## src/rtl/systolic_seq_counter_if.sv

```systemverilog
// Handshake/status bundle between the tile controller and the systolic sequencer.
// The controller takes the master side and the sequencer the slave side.
interface systolic_seq_counter_if #(
    parameter int DIM   = 4,
    parameter int CNT_W = 8
);
    logic             start;
    logic [CNT_W-1:0] k_len;
    logic             stall;
    logic             busy;
    logic [2:0]       phase;
    logic [CNT_W-1:0] count;
    logic             acc_clr;
    logic [DIM-1:0]   feed_en;
    logic             done;
    logic             err;

    modport master (
        output start, k_len, stall,
        input  busy, phase, count, acc_clr, feed_en, done, err
    );

    modport slave (
        input  start, k_len, stall,
        output busy, phase, count, acc_clr, feed_en, done, err
    );
endinterface

```

## src/rtl/systolic_seq_counter.sv

```systemverilog
// Start/done sequencer for a DIM x DIM output-stationary systolic array: steps through
// CLR -> FEED -> DRAIN -> DONE and produces the diagonally skewed per-lane feed enables.
module systolic_seq_counter #(
    parameter int DIM   = 4,
    parameter int CNT_W = 8
) (
    input  logic                  clk,
    input  logic                  rst,
    systolic_seq_counter_if.slave bus
);
    typedef enum logic [2:0] {
        S_IDLE  = 3'd0,
        S_CLR   = 3'd1,
        S_FEED  = 3'd2,
        S_DRAIN = 3'd3,
        S_DONE  = 3'd4
    } state_t;

    localparam int            EXT_W      = CNT_W + 2;
    localparam logic [CNT_W:0] K_MAX      = (CNT_W+1)'((1 << CNT_W) - DIM);
    localparam logic [CNT_W:0] FEED_OFS   = (CNT_W+1)'(DIM - 2);
    localparam logic [CNT_W-1:0] DRAIN_END = CNT_W'(DIM - 1);

    state_t           state_q, state_d;
    logic [CNT_W-1:0] count_q, count_d;
    logic [CNT_W-1:0] k_q, k_d;
    logic             err_q, err_d;

    logic             k_legal;
    logic [CNT_W:0]   feed_end;
    logic             feed_last;
    logic             drain_last;
    logic [DIM-1:0]   feed_en;

    // Upper bound keeps the longest FEED count (K+DIM-2) below wrap-around.
    assign k_legal    = (bus.k_len != '0) && ({1'b0, bus.k_len} <= K_MAX);
    assign feed_end   = {1'b0, k_q} + FEED_OFS;
    assign feed_last  = ({1'b0, count_q} == feed_end);
    assign drain_last = (count_q == DRAIN_END);

    always_comb begin
        state_d = state_q;
        count_d = count_q;
        k_d     = k_q;
        err_d   = 1'b0;
        unique case (state_q)
            S_IDLE, S_DONE: begin
                // Stall is deliberately ignored here so done/err always pulse exactly once.
                count_d = '0;
                if (state_q == S_DONE) state_d = S_IDLE;
                if (bus.start) begin
                    if (k_legal) begin
                        state_d = S_CLR;
                        k_d     = bus.k_len;
                    end else begin
                        err_d = 1'b1;
                    end
                end
            end
            S_CLR: begin
                if (!bus.stall) begin
                    state_d = S_FEED;
                    count_d = '0;
                end
            end
            S_FEED: begin
                if (!bus.stall) begin
                    if (feed_last) begin
                        state_d = S_DRAIN;
                        count_d = '0;
                    end else begin
                        count_d = count_q + CNT_W'(1);
                    end
                end
            end
            S_DRAIN: begin
                if (!bus.stall) begin
                    if (drain_last) begin
                        state_d = S_DONE;
                        count_d = '0;
                    end else begin
                        count_d = count_q + CNT_W'(1);
                    end
                end
            end
            default: begin
                state_d = S_IDLE;
                count_d = '0;
            end
        endcase
    end

    always_ff @(posedge clk) begin
        if (rst) begin
            state_q <= S_IDLE;
            count_q <= '0;
            k_q     <= '0;
            err_q   <= 1'b0;
        end else begin
            state_q <= state_d;
            count_q <= count_d;
            k_q     <= k_d;
            err_q   <= err_d;
        end
    end

    // Lane i is live for counts i .. i+K-1, giving the one-cycle diagonal skew per lane.
    always_comb begin
        feed_en = '0;
        if ((state_q == S_FEED) && !bus.stall) begin
            for (int i = 0; i < DIM; i++) begin
                if ((EXT_W'(count_q) >= EXT_W'(i)) &&
                    (EXT_W'(count_q) < (EXT_W'(i) + EXT_W'(k_q)))) begin
                    feed_en[i] = 1'b1;
                end
            end
        end
    end

    assign bus.busy    = (state_q == S_CLR) || (state_q == S_FEED) || (state_q == S_DRAIN);
    assign bus.phase   = state_q;
    assign bus.count   = count_q;
    assign bus.acc_clr = (state_q == S_CLR) && !bus.stall;
    assign bus.feed_en = feed_en;
    assign bus.done    = (state_q == S_DONE);
    assign bus.err     = err_q;
endmodule

```

## src/flat_wrapper.sv

```systemverilog
// flat-port wrapper written by rule: the top's interface ports become plain ports
module systolic_seq_counter_flat 
#(
    parameter int DIM   = 4,
    parameter int CNT_W = 8
)
  (clk, rst, bus_start, bus_k_len, bus_stall, bus_busy, bus_phase, bus_count, bus_acc_clr, bus_feed_en, bus_done, bus_err);
  systolic_seq_counter_if #(.DIM(DIM), .CNT_W(CNT_W)) bus_i ();
  input  logic clk;
  input  logic rst;
  input wire logic [$bits(bus_i.start)-1:0] bus_start;
  input wire logic [$bits(bus_i.k_len)-1:0] bus_k_len;
  input wire logic [$bits(bus_i.stall)-1:0] bus_stall;
  output wire logic [$bits(bus_i.busy)-1:0] bus_busy;
  output wire logic [$bits(bus_i.phase)-1:0] bus_phase;
  output wire logic [$bits(bus_i.count)-1:0] bus_count;
  output wire logic [$bits(bus_i.acc_clr)-1:0] bus_acc_clr;
  output wire logic [$bits(bus_i.feed_en)-1:0] bus_feed_en;
  output wire logic [$bits(bus_i.done)-1:0] bus_done;
  output wire logic [$bits(bus_i.err)-1:0] bus_err;
  assign bus_i.start = bus_start;
  assign bus_i.k_len = bus_k_len;
  assign bus_i.stall = bus_stall;
  assign bus_busy = bus_i.busy;
  assign bus_phase = bus_i.phase;
  assign bus_count = bus_i.count;
  assign bus_acc_clr = bus_i.acc_clr;
  assign bus_feed_en = bus_i.feed_en;
  assign bus_done = bus_i.done;
  assign bus_err = bus_i.err;
  systolic_seq_counter #(.DIM(DIM), .CNT_W(CNT_W)) u_core (.clk(clk), .rst(rst), .bus(bus_i));
endmodule
```

## config.mk

```make
export PLATFORM = sky130hd
export DESIGN_NAME = systolic_seq_counter_flat
export DESIGN_NICKNAME = d
export VERILOG_FILES = /design/src/rtl/systolic_seq_counter_if.sv /design/src/rtl/systolic_seq_counter.sv /design/src/flat_wrapper.sv
export SDC_FILE = /design/constraint.sdc
export NUM_CORES = 1
export LEC_CHECK = 0
export ABC_AREA = 0
export CAP_MARGIN = 10
export CORE_MARGIN = 8
export CORE_UTILIZATION = 49
export DETAILED_ROUTE_END_ITERATION = 12
export PLACE_DENSITY_LB_ADDON = 0.2
export SLEW_MARGIN = 20
export SYNTH_ARGS = -nofsm -noshare
export SYNTH_HDL_FRONTEND = slang
export SYNTH_SLANG_ARGS = --single-unit
```

## constraint.sdc

```tcl
create_clock -name clk -period 2.8 [get_ports clk]
set_clock_uncertainty 0.2 [all_clocks]
set_input_delay 0.56 -clock clk [delete_from_list [all_inputs] [get_ports clk]]
set_output_delay 0.56 -clock clk [all_outputs]
set_load 0.005 [all_outputs]
```

==> impl_metrics.toml, run 1 <==
[outcome]
status = "complete, but fails checks"
failed_checks = "setup timing"

[route]
drtPass1Iterations = 4
vias = 2083
final_antenna_net_count = 0
drc = 0
viasPerCell = 5.60
drt-initial-drc-count = 68
wl_per_cell_um = 16.5
finalWirelength_um = 6150

[sta]
hold_viol = 0
timing.final.crit_share_pct = 106
finalCriticalPeriod_ns = 2.98
setup_violations = 3
tightest_slew_ns = 0.720
rsz0062_at_grt = "true"
fin_ws_ns = -0.177
slew_headroom_pct = 51.7
finalMaxSlewViolations = 0
timing.fmax_mhz = 336

[cells_and_area]
design_area_mm2 = 0.00304
layout-drive-gt1-share_pct = 33.9
layout_commonest_cell = "buf_4"
final_cell_mix = "54 x buf_4, 30 x ha_1, 26 x nor2_1, 25 x clkdlybuf4s50_1"
nNetsFinal = 373
area_growth_pct = 49.6
diodes = 0

[floorplanning]
die-width_um = 80.4
io_pins = 31
num_rows = 23
die_y_um = 80.4
initial_core_util_pct = 50.8
die_area_mm2 = 0.00646
core_mm2 = 0.00400

[setup_path]
slowest_delay_ns = 0.39
reg2regPathDepth = 10
startpoint = "u_core.k_q[1]$_SDFFE_PP0P_"
r2r_end = "u_core.bus.count[3]$_SDFFE_PP0P_"
cpLargestDelayFamily = "compound AO/OA/AOI/OAI gates"
crit_type = "register to primary output"
reg2reg_slack_ns = 0.21
crit_arrival_ns = 2.22
path_depth = 10
critPathRequiredTime_ns = 2.04
path_buf_inv = 3
crit_path_end_kind = "primary output"
r2r_start = "u_core.k_q[2]$_SDFFE_PP0P_"
worstPathMaxFanout = 4
worst_path_max_delay_cell = "dfxtp_4"
critical_path.cell_chain = "inv_4 > ha_4 > a21oi_4 > buf_4 > xnor2_1 > ha_2 > a2111oi_4 > a21oi_2 > o31ai_2 > buf_2"
worst_setup_path_start_kind = "register"
crit_end = "bus_feed_en[3]"

[synth]
syn_area_mm2 = 0.00203
syn_area_per_cell_um2 = 8.47
async_flop_share_pct = 0
yosysUniqueCellTypes = 48
yosys_warnings = 0
synth_seq_area_share_pct = 19.7
syn_inst = 240
syn_nets = 290
synthFlopType = "dfxtp_1"
synth-edff-count = 0
synth.ff_latch_count = 20

[placement]
gp_congestion = 0.971
dp_hpwl_um = 4590
placement.io_buffers = 30
placed_area_mm2 = 0.00277
dp_slack_ns = -0.675

[power_and_ir_drop]
peakVddDrop_uv = 227
power.total_uw = 989
p_int_uw = 689
p_switching_uw = 300
power_density_mw_per_mm2 = 325
seqPwrFrac_pct = 32.5
clockPowerShare_pct = 30.3
p_comb_share_pct = 37.3
p_leak_nw = 1.23
netSwitchingFraction_pct = 30.3

[global_routing]
grt_max_degree = 18
antenna_found_initial = 0
grt_pass1_vias = 2143
grt_overflow = 0
grt_usage_pct = 19.3
grt_pass1_wl_um = 9970

[clock_network]
clk_path_buf_depth = 2
clockRootBuffer = "clkbuf_8"
htree_levels = 1
clock_latency_ns = 0.27
cts_tree = "done"
clk_pin_slew_ns = 0.08
cts.sinks = 20
ctsHoldBuffers = 0
cts_made_buffers = 3

[run]
maxCapViolCount = 0

[min_path]
hp-class = "register to register"
## power groups by stage
stage,clock [mW],combinational [mW],sequential [mW]
after floorplan,0,0.182,0.321
after global placement,0,0.315,0.323
after detailed placement,0,0.320,0.323
after CTS,0.301,0.352,0.320
after global routing,0.311,0.402,0.324
final,0.299,0.369,0.321
## metal layers
metal | wire length (um) | up-vias | share of wire (%) | GRT usage (%)
li1 | - | 1024 | - | -
met4 | 155 | 0 | 2.5 | 8.00
met5 | 0 | - | 0 | 0
met3 | 212 | 15 | 3.4 | 2.79
met1 | 2680 | 1002 | 44 | 22.4
met2 | 3100 | 42 | 50 | 34.1
## repair_timing
item                                    CTS  global route
pin swaps                                22            14
gates resized for setup                  56            14
endpoints found under the setup margin    5             4
setup buffers                             2             0
hold endpoints to repair                  0             0
## layout make-up
class,count,area [um2]
well taps,50,62.6
repair buffers,86,707
clock buffers,3,41.3
flip-flops and latches,20,414
clock inverters,1,30.0
multi-input cells,199,1730
fillers,292,960
inverters,13,51.3
## state kept, by name, indices dropped and copies added (netlist names)
| name | flops |
|---|---|
| u_core.bus.count | 8 |
| u_core.bus.err | 1 |
| u_core.bus.phase | 3 |
| u_core.k_q | 8 |
## cells in the mapped netlist (2+ instances only)
cell | number | area (um2)
ha_1 | 38 | 475
nor2_1 | 27 | 101
dfxtp_1 | 20 | 400
xnor2_1 | 18 | 158
nand2_1 | 14 | 52.6
inv_1 | 13 | 48.8
a21oi_1 | 10 | 50.1
mux2i_1 | 8 | 80.1
buf_2 | 6 | 30.0
nor3_1 | 6 | 30.0
o21ai_0 | 6 | 30.0
nand2b_1 | 5 | 31.3
nand3_1 | 5 | 25.0
nand4_1 | 5 | 31.3
o21a_1 | 5 | 37.5
xor2_1 | 5 | 43.8
nor2b_1 | 4 | 25.0
o211ai_1 | 4 | 30.0
o21ai_1 | 3 | 15.0
or3_1 | 3 | 18.8
a2111oi_0 | 2 | 17.5
a211oi_1 | 2 | 15.0
a31oi_1 | 2 | 12.5
and2_1 | 2 | 12.5
nor4_1 | 2 | 12.5
o31ai_1 | 2 | 15.0
or4_1 | 2 | 15.0
## worst min path at each step
| stage | start | endpoint | slack (ns) | cells after the start |
|---|---|---|---|---|
| 2_1_floorplan | u_core.bus.phase[2]$_SDFFE_PP0P_ | u_core.bus.phase[1]$_SDFFE_PP0P_ | 0.28 | 1 |
| 3_3_place_gp | u_core.bus.phase[2]$_SDFFE_PP0P_ | u_core.bus.phase[1]$_SDFFE_PP0P_ | 0.32 | 2 |
| 3_5_place_dp | u_core.bus.phase[2]$_SDFFE_PP0P_ | u_core.bus.phase[1]$_SDFFE_PP0P_ | 0.32 | 2 |
| 4_1_cts | u_core.bus.phase[2]$_SDFFE_PP0P_ | u_core.bus.phase[1]$_SDFFE_PP0P_ | 0.34 | 2 |
| 5_1_grt | u_core.bus.phase[2]$_SDFFE_PP0P_ | u_core.bus.phase[1]$_SDFFE_PP0P_ | 0.36 | 2 |
| 6_report | u_core.bus.phase[2]$_SDFFE_PP0P_ | u_core.bus.phase[1]$_SDFFE_PP0P_ | 0.33 | 2 |
## worst register-to-register path, stage by stage (launching register included)
cell      delay, ns
dfxtp_4        0.40
ha_4           0.18
nand3_2        0.12
nor2_1         0.18
xnor2_1        0.08
ha_1           0.33
nor4bb_1       0.30
o211ai_1       0.19
and2_1         0.23
o21bai_4       0.20
nor2_1         0.07
## stage by stage
step,util [%],std cells,hold slack (ns),TNS (ns)
2_1_floorplan,-,240,0.284,0
3_3_place_gp,69.2,367,0.318,-1.45
3_5_place_dp,69.2,367,0.322,-1.74
4_1_cts,74.8,373,0.336,-0.493
5_1_grt,76.0,372,0.360,-0.799
6_report,76.0,372,0.331,-0.444
## kinds of logic after synthesis
family                     after synthesis  synth area share [%]
and+or+nand+nor                         86                  23.3
AOI/OAI and AO/OA                       44                  15.4
adders and majority gates               38                  23.4
xor gates and xnor gates                23                  9.91
buffers and inverters                   21                  4.31
DFF                                     20                  19.7
muxes                                    8                  3.94
(Power assumes the default switching activity.)
==> inputs of run 2 (changes only) <==
--- a/config.mk
+++ b/config.mk
@@ -11,7 +11,6 @@
 export CORE_UTILIZATION = 49
 export DETAILED_ROUTE_END_ITERATION = 12
 export PLACE_DENSITY_LB_ADDON = 0.2
-export SLEW_MARGIN = 20
 export SYNTH_ARGS = -nofsm -noshare
 export SYNTH_HDL_FRONTEND = slang
 export SYNTH_SLANG_ARGS = --single-unit
==> results of run 2 <==
Final layout, timing and power as in run 1 (identical DEF).
